`src/rtl/reg_rename_file.sv`:
```
// reg_rename_file: architectural register file with per-register ROB rename
// tags. Decoder reads operands combinationally and renames rd at issue; the
// ROB commits values and can roll back all tags at once.
// Optional build macro: REG_COMMIT_BYPASS_EN (same-cycle commit forwarding on reads).
module reg_rename_file #(
   parameter int unsigned REG_NUM = 32,
   parameter int unsigned ROB_BIT = 4
) (
   input  logic               clk,
   input  logic               rst,
   input  logic               rdy,
   input  logic               rob_rb_ena,
   input  logic               rob_wr_ena,
   input  logic [4:0]         rob_wr_rd,
   input  logic [31:0]        rob_wr_val,
   input  logic [ROB_BIT-1:0] rob_wr_idx,
   input  logic               id_rn_ena,
   input  logic [4:0]         id_rn_rd,
   input  logic [ROB_BIT-1:0] id_rn_tag,
   input  logic [4:0]         id_rs1,
   input  logic [4:0]         id_rs2,
   output logic               id_rs1_busy,
   output logic [ROB_BIT-1:0] id_rs1_tag,
   output logic [31:0]        id_rs1_val,
   output logic               id_rs2_busy,
   output logic [ROB_BIT-1:0] id_rs2_tag,
   output logic [31:0]        id_rs2_val
);

   logic [31:0]        val_q [REG_NUM];
   logic [ROB_BIT-1:0] tag_q [REG_NUM];

   logic [ROB_BIT-1:0] rs1_tag;
   logic [31:0]        rs1_val;
   logic [ROB_BIT-1:0] rs2_tag;
   logic [31:0]        rs2_val;

   // State update: commit writes val; tag priority is rollback > rename > commit clear.
   // x0 is never touched after reset, so it always reads as zero.
   always_ff @(posedge clk) begin
      if (rst) begin
         for (int unsigned i = 0; i < REG_NUM; i++) begin
            val_q[i] <= '0;
            tag_q[i] <= '0;
         end
      end else if (rdy) begin
         for (int unsigned i = 1; i < REG_NUM; i++) begin
            if (rob_wr_ena && rob_wr_rd == 5'(i))
               val_q[i] <= rob_wr_val;
            if (rob_rb_ena)
               tag_q[i] <= '0;
            else if (id_rn_ena && id_rn_rd == 5'(i))
               tag_q[i] <= id_rn_tag;
            else if (rob_wr_ena && rob_wr_rd == 5'(i) && tag_q[i] == rob_wr_idx)
               tag_q[i] <= '0;
         end
      end
   end

   // Operand read port 1: stored state, x0 forced to zero.
   always_comb begin
      rs1_tag = '0;
      rs1_val = '0;
      if (id_rs1 != '0) begin
         rs1_tag = tag_q[id_rs1];
         rs1_val = val_q[id_rs1];
`ifdef REG_COMMIT_BYPASS_EN
         if (rob_wr_ena && rob_wr_rd == id_rs1 && tag_q[id_rs1] == rob_wr_idx) begin
            rs1_tag = '0;
            rs1_val = rob_wr_val;
         end
`endif
      end
   end

   // Operand read port 2: stored state, x0 forced to zero.
   always_comb begin
      rs2_tag = '0;
      rs2_val = '0;
      if (id_rs2 != '0) begin
         rs2_tag = tag_q[id_rs2];
         rs2_val = val_q[id_rs2];
`ifdef REG_COMMIT_BYPASS_EN
         if (rob_wr_ena && rob_wr_rd == id_rs2 && tag_q[id_rs2] == rob_wr_idx) begin
            rs2_tag = '0;
            rs2_val = rob_wr_val;
         end
`endif
      end
   end

   assign id_rs1_tag  = rs1_tag;
   assign id_rs1_val  = rs1_val;
   assign id_rs1_busy = (rs1_tag != '0);
   assign id_rs2_tag  = rs2_tag;
   assign id_rs2_val  = rs2_val;
   assign id_rs2_busy = (rs2_tag != '0);

endmodule

```
`config.mk`:
```
export PLATFORM = sky130hd
export DESIGN_NAME = reg_rename_file
export DESIGN_NICKNAME = d
export VERILOG_FILES = /design/src/rtl/reg_rename_file.sv
export SDC_FILE = /design/constraint.sdc
export NUM_CORES = 2
export LEC_CHECK = 0
export BUFFER_PORTS_ARGS = -buffer_cell sky130_fd_sc_hd__buf_2
export CAP_MARGIN = 5
export CORE_ASPECT_RATIO = 0.8
export CORE_MARGIN = 8
export CORE_UTILIZATION = 35
export DETAILED_ROUTE_END_ITERATION = 10
export PLACE_DENSITY = 0.49
export REMOVE_ABC_BUFFERS = 1
export SETUP_SLACK_MARGIN = 0.5
export SYNTH_ARGS = -nofsm -noshare
export SYNTH_HDL_FRONTEND = slang
export SYNTH_SLANG_ARGS = --single-unit
```
`constraint.sdc`:
```
create_clock -name clk -period 5.2 [get_ports clk]
set_input_delay 0.52 -clock clk [delete_from_list [all_inputs] [get_ports clk]]
set_output_delay 0.52 -clock clk [all_outputs]
set_load 0.05 [all_outputs]
```
==> flow_metrics.tcl <==
set metrics [dict create \
    htreeDepth 3 \
    final_cell_mix "1116 x edfxtp_1, 698 x nor2_1, 626 x mux4_2, 132 x buf_2, 127 x and2_1" \
    holdPathEnd "val_q[10][20]$_SDFFCE_PN0P_" \
    path_clk_slew_ns 0.06 \
    ir_worst_vdd_mv 0.264 \
    fmax_mhz 249 \
    min_path_cells 4 \
    clock_sinks 1116 \
    cp_common_cell "mux4_2" \
    finalCriticalPeriod_ns 4.02 \
    dp_hpwl_um 122000 \
    synth_top_area_cell "edfxtp_1" \
    postCtsSetupBuffers 0 \
    synth_edf_count 1116 \
    synth_area_um2 57400 \
    first_pass_iters 6 \
    cp.depth 7 \
    port_buffers 139 \
    fin_hold_ws_ns 0.321 \
    cts_tree "yes" \
    worst_path_max_delay_cell "or4_1" \
    async_flop_share_pct 0 \
    slew_headroom_pct 20.6 \
    finalHoldViolCount 0 \
    r2r-start "tag_q[16][2]$_SDFFCE_PP0P_" \
    start_util_pct 35.1 \
    antenna_found_initial 3 \
    die_w_um 469 \
    clk_latency_ns 0.77 \
    ant_nets 0 \
    cp_top_family "multiplexers" \
    fin_crit_sh_pct 77.3 \
    synth.area.top_cells "edfxtp_1 58%, mux4_2 25%, nor2_1 4.6%" \
    power_switching_mw 6.10 \
    grt_pass1_wl_um 288000 \
    coreArea_um2 164000 \
    grt_pass1_vias 35337 \
    final_common_cell "edfxtp_1" \
    setup_tns_ns 0 \
    worst_slack_ns 1.18 \
    fin_nets 3695 \
    yosys_most_used_dff "edfxtp_1" \
    hold_buffers 0 \
    area_delta_synth_final_pct 13.4 \
    hp-start "rob_wr_val[20]" \
    setup_viol 0 \
    p_comb_share_pct 14.3 \
    avgSynthCellArea_um2 16.1 \
    post-route-drc-count 0 \
    path_max_fanout 39 \
    drt-total-wl_um 206000 \
    synth-seq-cells 1116 \
    endpoint_kind "output port" \
    row_count 133 \
    die_h_um 378 \
    drt-initial-drc-count 4096 \
    rrSetupSlack_ns 3.14 \
    critPathRequiredTime_ns 4.68 \
    grt_max_degree 92 \
    slowest_delay_ns 0.60 \
    reg2regPathDepth 4 \
    gp_congestion 0.865 \
    cp.arrival_ns 3.50 \
    p_int_mw 17.2 \
    vias 35043 \
    synth_seq_area_share_pct 58.4 \
    r2r-end "tag_q[16][0]$_SDFFCE_PP0P_" \
    rsz0062_at_grt "false" \
    cts_inserted_buffers 120 \
    netlist_instances 3571 \
    routed_via_density 5.94 \
    start_kind "primary input" \
    root_buffer "clkbuf_16" \
    total_power_mw 23.3 \
    swShare_pct 26.1 \
    synth_top_cell_area_share_pct 58.4 \
    overflow 0 \
    critPathKind "in -> out" \
    seqPwrFrac_pct 46.6 \
    powerDensity_nw_per_um2 358 \
    design.die.area_um2 177000 \
    worst_pin_slew_ns 1.19 \
    fin_util_pct 39.8 \
    slew_violations 0 \
    ys_warn_count 0 \
    cp_cell_sequence "buf_8 -> buf_12 -> mux4_2 -> mux4_2 -> a21o_1 -> or4_1 -> buf_2" \
    clkPwrFrac_pct 39.1 \
    fin_worst_skew_ns 0.0274 \
    io_pins 140 \
    grt_use_total_pct 22.9 \
    cap_viol_max_count 0 \
    clock_path_buffers 3 \
    status "complete, no violations" \
    path_buf_inv 3 \
    wl_per_cell_um 35.0 \
    post-place-ws_ns 1.19 \
    num-fill-cells 14861 \
    drive_gt1_share_pct 32.7 \
    ys_types 49 \
    p_leak_nw 21.6 \
    hp-class "in -> reg" \
    cts_resized 0 \
]
## registers in the layout (all words and copies together) (netlist names)
register  count
tag_q       124
val_q       992
## layout make-up
class                   instances  area (µm²)  share of cell area (%)
inverters                      42         168                   0.258
clock buffers                 145        3140                    4.82
repair buffers                281        2080                    3.20
flip-flops and latches       1116       33500                    51.5
diodes                          2        5.00                 0.00769
well taps                    2160        2700                    4.15
multi-input cells            2068       22500                    34.6
clock inverters                81         975                    1.50
## cells in the mapped netlist, drive strengths merged (11+ instances only)
library cell,number
inv,40
mux4,626
nand2,54
mux2,78
nand3,32
edfxtp,1116
o2bb2ai,32
o21ai,11
xnor2,54
a22o,31
nand2b,59
xor2,70
a21o,14
nor2,698
and2,127
mux2i,45
clkbuf,220
nor3,24
a211o,20
buf,125
## through the flow
step / area (µm²) / cells
after floorplan: 56000 / 3226
after global placement: 61000 / 5667
after detailed placement: 61000 / 5667
after CTS: 65100 / 5893
after global routing: 65100 / 5893
final: 65100 / 5895
## per-layer routing
| metal | share of wire (%) | global-route usage, % | wire (µm) |
|---|---|---|---|
| met5 | 0.0044 | 0 | 9 |
| met4 | 2.5 | 5.27 | 5120 |
| met3 | 7.2 | 3.70 | 14900 |
| met2 | 46 | 36.3 | 95700 |
| met1 | 44 | 33.3 | 90600 |
## power groups by stage
stage / clock network [mW] / logic (mW) / registers [mW]
6_report: 9.12 / 3.32 / 10.9
5_1_grt: 9.56 / 3.48 / 10.9
4_1_cts: 9.26 / 3.35 / 10.9
3_5_place_dp: 0 / 3.35 / 11.0
3_3_place_gp: 0 / 3.35 / 11.0
2_1_floorplan: 0 / 2.00 / 10.9
## cells by family (layout without fill, tap and decap cells)
family | count (synthesis) | in the layout | synth area share, %
DFF | 1116 | 1116 | 58.4
and+or+nand+nor | 1026 | 1026 | 7.80
muxes | 749 | 749 | 26.9
buffers and inverters | 387 | 549 | 2.70
AOI/OAI and AO/OA | 169 | 169 | 2.37
xor gates and xnor gates | 124 | 124 | 1.89
other | 0 | 2 | 0
## how the worst max path moves through the flow
stage          startpoint           to  slack (ns)
2_1_floorplan   id_rs2[3]  id_rs2_busy        0.45
3_3_place_gp    id_rs1[0]  id_rs1_busy        1.19
3_5_place_dp    id_rs1[0]  id_rs1_busy        1.19
4_1_cts         id_rs1[0]  id_rs1_busy        1.18
5_1_grt         id_rs1[0]  id_rs1_busy        1.11
6_report        id_rs1[0]  id_rs1_busy        1.18
## worst reg2reg max path, stage by stage, from the launching register on
cell       delay [ns]
edfxtp_1         0.50
xnor2_1          0.20
nand3_1          0.13
a2111oi_0        0.65
or3_1            0.30
Note: power is estimated with default switching activity, not from simulation.
